$ cat config.mk
export PLATFORM = sky130hd
export DESIGN_NAME = hazard_ctrl
export DESIGN_NICKNAME = d
export VERILOG_FILES = /design/src/rtl/hazard_ctrl.sv
export SDC_FILE = /design/constraint.sdc
export NUM_CORES = 1
export LEC_CHECK = 0
export CORE_MARGIN = 2
export CORE_UTILIZATION = 46
export DETAILED_ROUTE_END_ITERATION = 12
export HOLD_SLACK_MARGIN = 0.02
export PLACE_DENSITY = 0.86
export SLEW_MARGIN = 30
export SYNTH_ARGS = -nofsm -noshare
export SYNTH_HDL_FRONTEND = slang
export SYNTH_SLANG_ARGS = --single-unit
$ cat constraint.sdc
create_clock -name clk -period 2.6 [get_ports clk]
set_clock_uncertainty 0.1 [all_clocks]
set_input_delay 0.52 -clock clk [delete_from_list [all_inputs] [get_ports clk]]
set_output_delay 0.52 -clock clk [all_outputs]
set_load 0.01 [all_outputs]
$ cat src/rtl/hazard_ctrl.sv
// Pipeline hazard controller: load-use stalls, branch flushes, MUL/DIV occupancy of EX,
// EX-stage forwarding selects and saturating stall/flush performance counters.
module hazard_ctrl #(
  parameter int unsigned MULDIV_LAT = 4,
  parameter int unsigned CNT_W      = 16
) (
  input  logic             clk,
  input  logic             reset,
  input  logic [4:0]       Rs1D,
  input  logic [4:0]       Rs2D,
  input  logic [4:0]       Rs1E,
  input  logic [4:0]       Rs2E,
  input  logic [4:0]       RdE,
  input  logic             ResultSrcE0,
  input  logic             MulDivE,
  input  logic             PCSrcE,
  input  logic [4:0]       RdM,
  input  logic [4:0]       RdW,
  input  logic             RegWriteM,
  input  logic             RegWriteW,
  output logic             StallF,
  output logic             StallD,
  output logic             StallE,
  output logic             FlushD,
  output logic             FlushE,
  output logic             FlushM,
  output logic [1:0]       ForwardAE,
  output logic [1:0]       ForwardBE,
  output logic             md_done,
  output logic [CNT_W-1:0] stall_cnt,
  output logic [CNT_W-1:0] flush_cnt
);

  localparam int unsigned CW = (MULDIV_LAT > 2) ? $clog2(MULDIV_LAT) : 1;

  localparam logic [1:0] RUN   = 2'd0;
  localparam logic [1:0] BUSY  = 2'd1;
  localparam logic [1:0] DRAIN = 2'd2;

  localparam logic [1:0] FWD_RF  = 2'b00;
  localparam logic [1:0] FWD_MEM = 2'b10;
  localparam logic [1:0] FWD_WB  = 2'b01;

  logic [1:0]       state, state_next;
  logic [CW-1:0]    cnt, cnt_next;
  logic [CNT_W-1:0] stall_q, flush_q;
  logic             lw_stall;
  logic             apply_flow;

  // MEM result is younger than WB, so it wins when both match.
  function automatic logic [1:0] fwd_sel(input logic [4:0] rs);
    if (RegWriteM && (RdM != 5'd0) && (RdM == rs)) begin
      return FWD_MEM;
    end else if (RegWriteW && (RdW != 5'd0) && (RdW == rs)) begin
      return FWD_WB;
    end
    return FWD_RF;
  endfunction

  assign lw_stall = ResultSrcE0 && (RdE != 5'd0) && ((RdE == Rs1D) || (RdE == Rs2D));

  always_comb begin
    state_next = state;
    cnt_next   = cnt;
    apply_flow = 1'b0;
    StallF     = 1'b0;
    StallD     = 1'b0;
    StallE     = 1'b0;
    FlushD     = 1'b0;
    FlushE     = 1'b0;
    FlushM     = 1'b0;
    ForwardAE  = FWD_RF;
    ForwardBE  = FWD_RF;
    md_done    = 1'b0;
    if (reset) begin
      ForwardAE = fwd_sel(Rs1E);
      ForwardBE = fwd_sel(Rs2E);
      case (state)
        RUN: begin
          if (MulDivE) begin
            StallF = 1'b1;
            StallD = 1'b1;
            StallE = 1'b1;
            FlushM = 1'b1;
            if (MULDIV_LAT == 2) begin
              state_next = DRAIN;
            end else begin
              state_next = BUSY;
              cnt_next   = CW'(MULDIV_LAT - 3);
            end
          end else begin
            apply_flow = 1'b1;
          end
        end
        BUSY: begin
          StallF = 1'b1;
          StallD = 1'b1;
          StallE = 1'b1;
          FlushM = 1'b1;
          if (cnt == '0) begin
            state_next = DRAIN;
          end else begin
            cnt_next = cnt - 1'b1;
          end
        end
        DRAIN: begin
          md_done    = 1'b1;
          apply_flow = 1'b1;
          state_next = RUN;
        end
        default: state_next = RUN;
      endcase
      // Branch redirect beats a load-use stall: the stalled instruction is squashed anyway.
      if (apply_flow) begin
        if (PCSrcE) begin
          FlushD = 1'b1;
          FlushE = 1'b1;
        end else if (lw_stall) begin
          StallF = 1'b1;
          StallD = 1'b1;
          FlushE = 1'b1;
        end
      end
    end
  end

  always_ff @(posedge clk) begin
    if (!reset) begin
      state   <= RUN;
      cnt     <= '0;
      stall_q <= '0;
      flush_q <= '0;
    end else begin
      state <= state_next;
      cnt   <= cnt_next;
      if (StallF && (stall_q != '1)) stall_q <= stall_q + 1'b1;
      if (FlushE && (flush_q != '1)) flush_q <= flush_q + 1'b1;
    end
  end

  assign stall_cnt = reset ? stall_q : '0;
  assign flush_cnt = reset ? flush_q : '0;

endmodule

==> metrics.log <==
[metrics] post-place instance area: between 3000 and 4000 µm²
[metrics] maximum number of pins on one net before global-route repair: 29
[metrics] commonest register cell after synthesis: sky130_fd_sc_hd__dfxtp_1
[metrics] wire length of the first global-routing pass: 10.9 mm
[metrics] synthesis-to-finish area growth: 54.1%
[metrics] aggregate global routing overflow: 0
[metrics] Max Clock Freq: 390 MHz
[metrics] commonest cells after routing, fill and taps aside: sky130_fd_sc_hd__clkdlybuf4s50_1, sky130_fd_sc_hd__and2_1, sky130_fd_sc_hd__dfxtp_1, sky130_fd_sc_hd__buf_4, sky130_fd_sc_hd__nand2_1
[metrics] worst setup path start: RdM[4]
[metrics] cells along the critical path: buf_6 -> or4_4 -> o21ai_4 -> buf_6 -> nor4_4 -> nor4_2 -> buf_2
[metrics] area share of the largest cell type after synthesis: 29.3%
[metrics] class of the most critical hold timing path: register to register
[metrics] worst-path cell with the longest stage delay: sky130_fd_sc_hd__or4_4
[metrics] core region area: 5140 µm²
[metrics] stages on the worst setup path: 7
[metrics] final estimated routing congestion in global placement: 0.828
[metrics] cell repeated most along the worst path: sky130_fd_sc_hd__buf_6
[metrics] areal power density over the cells: about 350 nW/µm²
[metrics] average cell area after synthesis: 8.44 µm²
[metrics] floorplan row count: 26
[metrics] detailed placer's ending HPWL: 5.09 mm
[metrics] largest driver fanout on the critical path: 2
[metrics] post-route minimum period: 2.56 ns
[metrics] later-pin clock latency in the skew report: 0.29 ns
[metrics] total number of yosys warnings: 0
[metrics] clock tree from TritonCTS: done
[metrics] global router's overall resource usage: 22.3%
[metrics] Max Buffers Root-to-Sink: 2
[metrics] worst path setup slack after routing: between 0.03 and 0.04 ns
[metrics] number of failing hold endpoints at the final stage: 0
[metrics] setup slack, reg-to-reg: 0.34 ns
[metrics] clock slew seen by the registers of the worst setup and hold paths: 0.07 ns
[metrics] RSZ-0062 raised after global routing: true
[metrics] count of buffers from port buffering: 84
[metrics] clk sinks: 36
[metrics] Residual DRC: 0
[metrics] total iterations of the first detailed-routing run: 4
[metrics] via count of the first global-routing pass: around 2,400
[metrics] Die Area: 5960 µm²
[metrics] pre-CTS worst setup slack: -0.696 ns
[metrics] share of final-layout standard cells stronger than drive strength 1: 23.5%
[metrics] met3 usage in global routing: 5.88%
[metrics] ports placed on the boundary: 85
[metrics] proportion of synthesized flip-flops having asynchronous set or reset: 0%
[metrics] routing usage on met1: 23.8%
[metrics] CTS Buf Count: 5
[metrics] number of maximum-capacitance violations: 0
[metrics] Final Total Pwr: 1.31 mW
[metrics] total non-filler cell area in the finished layout: 3800 µm²
[metrics] number of levels the H-tree was split into: 2
[metrics] cell accounting for the most synthesized area: sky130_fd_sc_hd__dfxtp_1
[metrics] Final Max Tran Viols: 0
[metrics] layout net count: 457
[metrics] global-route layer with the greatest usage: met2
[metrics] Reg-to-Reg Start: stall_q[5]
[metrics] fin crit share: 98.6%
[metrics] EDFF count, synth: 0
[metrics] Detail Route Antenna Nets: 0
[metrics] maximum ir drop on the vdd rail: between 0.15 and 0.2 mV
[metrics] cell count of the worst hold path: 1
[metrics] met2 usage: 41.9%
[metrics] Worst Path Class, Setup: primary input to primary output
[metrics] width of the chip: 77.2 µm
[metrics] Die Y-Extent: 77.2 µm
[metrics] Top delay family on crit path: simple AND/OR/NAND/NOR gates
[metrics] combined buffer and inverter count along the critical path: 3
[metrics] cell at the root of the clock tree: sky130_fd_sc_hd__clkbuf_8
[metrics] beginning of the worst hold path: flush_q[2]
[metrics] termination of the worst setup path: ForwardAE[0]
[metrics] most common cell after layout, fill and taps aside: sky130_fd_sc_hd__clkdlybuf4s50_1
[metrics] detailed-route wire length per cell: 13.7 µm
[metrics] wire length after detailed routing: 6.60 mm
[metrics] unique cell type count in the Yosys netlist: 46
[metrics] post-cts hold buffer count: 0
[metrics] post-synthesis instance area: roughly 2500 µm²
[metrics] effective utilization at floorplan: a little under half
[metrics] Inserted Diodes: 0
[metrics] transition at the pin with the smallest max-transition slack: between 0.4 and 0.5 ns
[metrics] antenna violations before repair: 0
[metrics] sequential element share of the synthesized area: 29.3%
[metrics] number of DRC markers in iteration 0: 87
[metrics] data required time at the worst endpoint: approximately 2.0 ns
[metrics] via count: 2,477
[metrics] data arrival time of the critical path: 1.94 ns
[metrics] critical path's largest stage delay: 0.54 ns
[metrics] fillcell total: approximately 420
[metrics] gate count of the mapped netlist: 292
[metrics] post-DR vias/cell: 5.14
[metrics] largest cells by area after synthesis: sky130_fd_sc_hd__dfxtp_1, sky130_fd_sc_hd__and2_1, sky130_fd_sc_hd__xnor2_1
[metrics] worst reg2reg path depth: 7
[metrics] leak pwr: 1.56 nW
[metrics] endpoint of the lowest-slack register-to-register path: stall_q[1]
[metrics] kind of end point of the critical path: primary output
[metrics] Net Count, Synth: 337
[metrics] outcome: completed
[metrics] Slew Limit Headroom: 72.5%
[metrics] critical path startpoint category: primary input
[metrics] number of setup violations in the final report: 0
[metrics] total of flip-flops plus latches after synthesis: 36
[cell usage after synthesis, types with 6 or more instances]
library cell	instances
sky130_fd_sc_hd__nor3_1	6
sky130_fd_sc_hd__nand3_1	15
sky130_fd_sc_hd__xor2_1	19
sky130_fd_sc_hd__mux2_2	10
sky130_fd_sc_hd__clkbuf_1	7
sky130_fd_sc_hd__inv_1	11
sky130_fd_sc_hd__nand2_1	25
sky130_fd_sc_hd__nor2_1	8
sky130_fd_sc_hd__nor2b_1	10
sky130_fd_sc_hd__or4_1	6
sky130_fd_sc_hd__o31ai_1	6
sky130_fd_sc_hd__and2_1	41
sky130_fd_sc_hd__o21ai_0	13
sky130_fd_sc_hd__dfxtp_1	36
sky130_fd_sc_hd__xnor2_1	20
[where the power goes]
part / internal [mW] / leakage (nW) / total [mW] / switching [mW]
logic: 0.170 / 1.22 / 0.311 / 0.140
clock network: 0.236 / 0.0503 / 0.426 / 0.190
registers: 0.562 / 0.291 / 0.576 / 0.0137
[state kept, by name (all words and copies together), names as in the netlist]
| name | flops |
|---|---|
| cnt | 2 |
| flush_q | 16 |
| stall_q | 16 |
| state | 2 |
[how the worst min path moves through the flow]
stage	slack (ns)	to
2_1_floorplan	0.35	flush_q[2]
3_3_place_gp	0.36	flush_q[2]
3_5_place_dp	0.37	flush_q[2]
4_1_cts	0.38	flush_q[2]
5_1_grt	0.40	flush_q[2]
6_report	0.38	flush_q[2]
[timing repair]
action                                  in CTS  in global routing
setup buffers                                3                  2
endpoints found under the setup margin      63                 26
pin swaps                                    9                 13
resized for setup                           73                 32
[area by class of cell]
| cell class | instances | area, µm² | area share, % |
|---|---|---|---|
| inverter | 11 | 41.3 | 1.09 |
| multi-input combinational | 235 | 1760 | 46.3 |
| clock buffer | 7 | 96.3 | 2.54 |
| timing repair buffer | 123 | 1090 | 28.8 |
| tap | 70 | 87.6 | 2.31 |
| sequential | 36 | 721 | 19.0 |
[per-layer routing]
metal  vias up  wire [µm]
li1       1250          -
met4         0        113
met2        75       3420
met5         -          0
met1      1142       2630
met3        10        435
[cells by family after synthesis]
group / Yosys count / synth area share (%)
buf+inv: 21 / 3.81
mux: 13 / 5.79
simple gates: 143 / 34.3
fa+ha+maj: 3 / 1.52
xor+xnor: 39 / 13.9
flops: 36 / 29.3
compound gates: 37 / 11.4
[stage by stage]
stage / hold WS, ns / TNS, ns / utilization (%) / instances
6_report: 0.384 / 0 / 73.9 / 482
2_1_floorplan: 0.346 / 0 / - / 292
3_5_place_dp: 0.368 / -23.73 / 70.4 / 473
5_1_grt: 0.397 / -0.0273 / 73.9 / 482
3_3_place_gp: 0.358 / -21.74 / 70.4 / 473
4_1_cts: 0.383 / -0.0978 / 72.9 / 482
(Power assumes the default switching activity.)
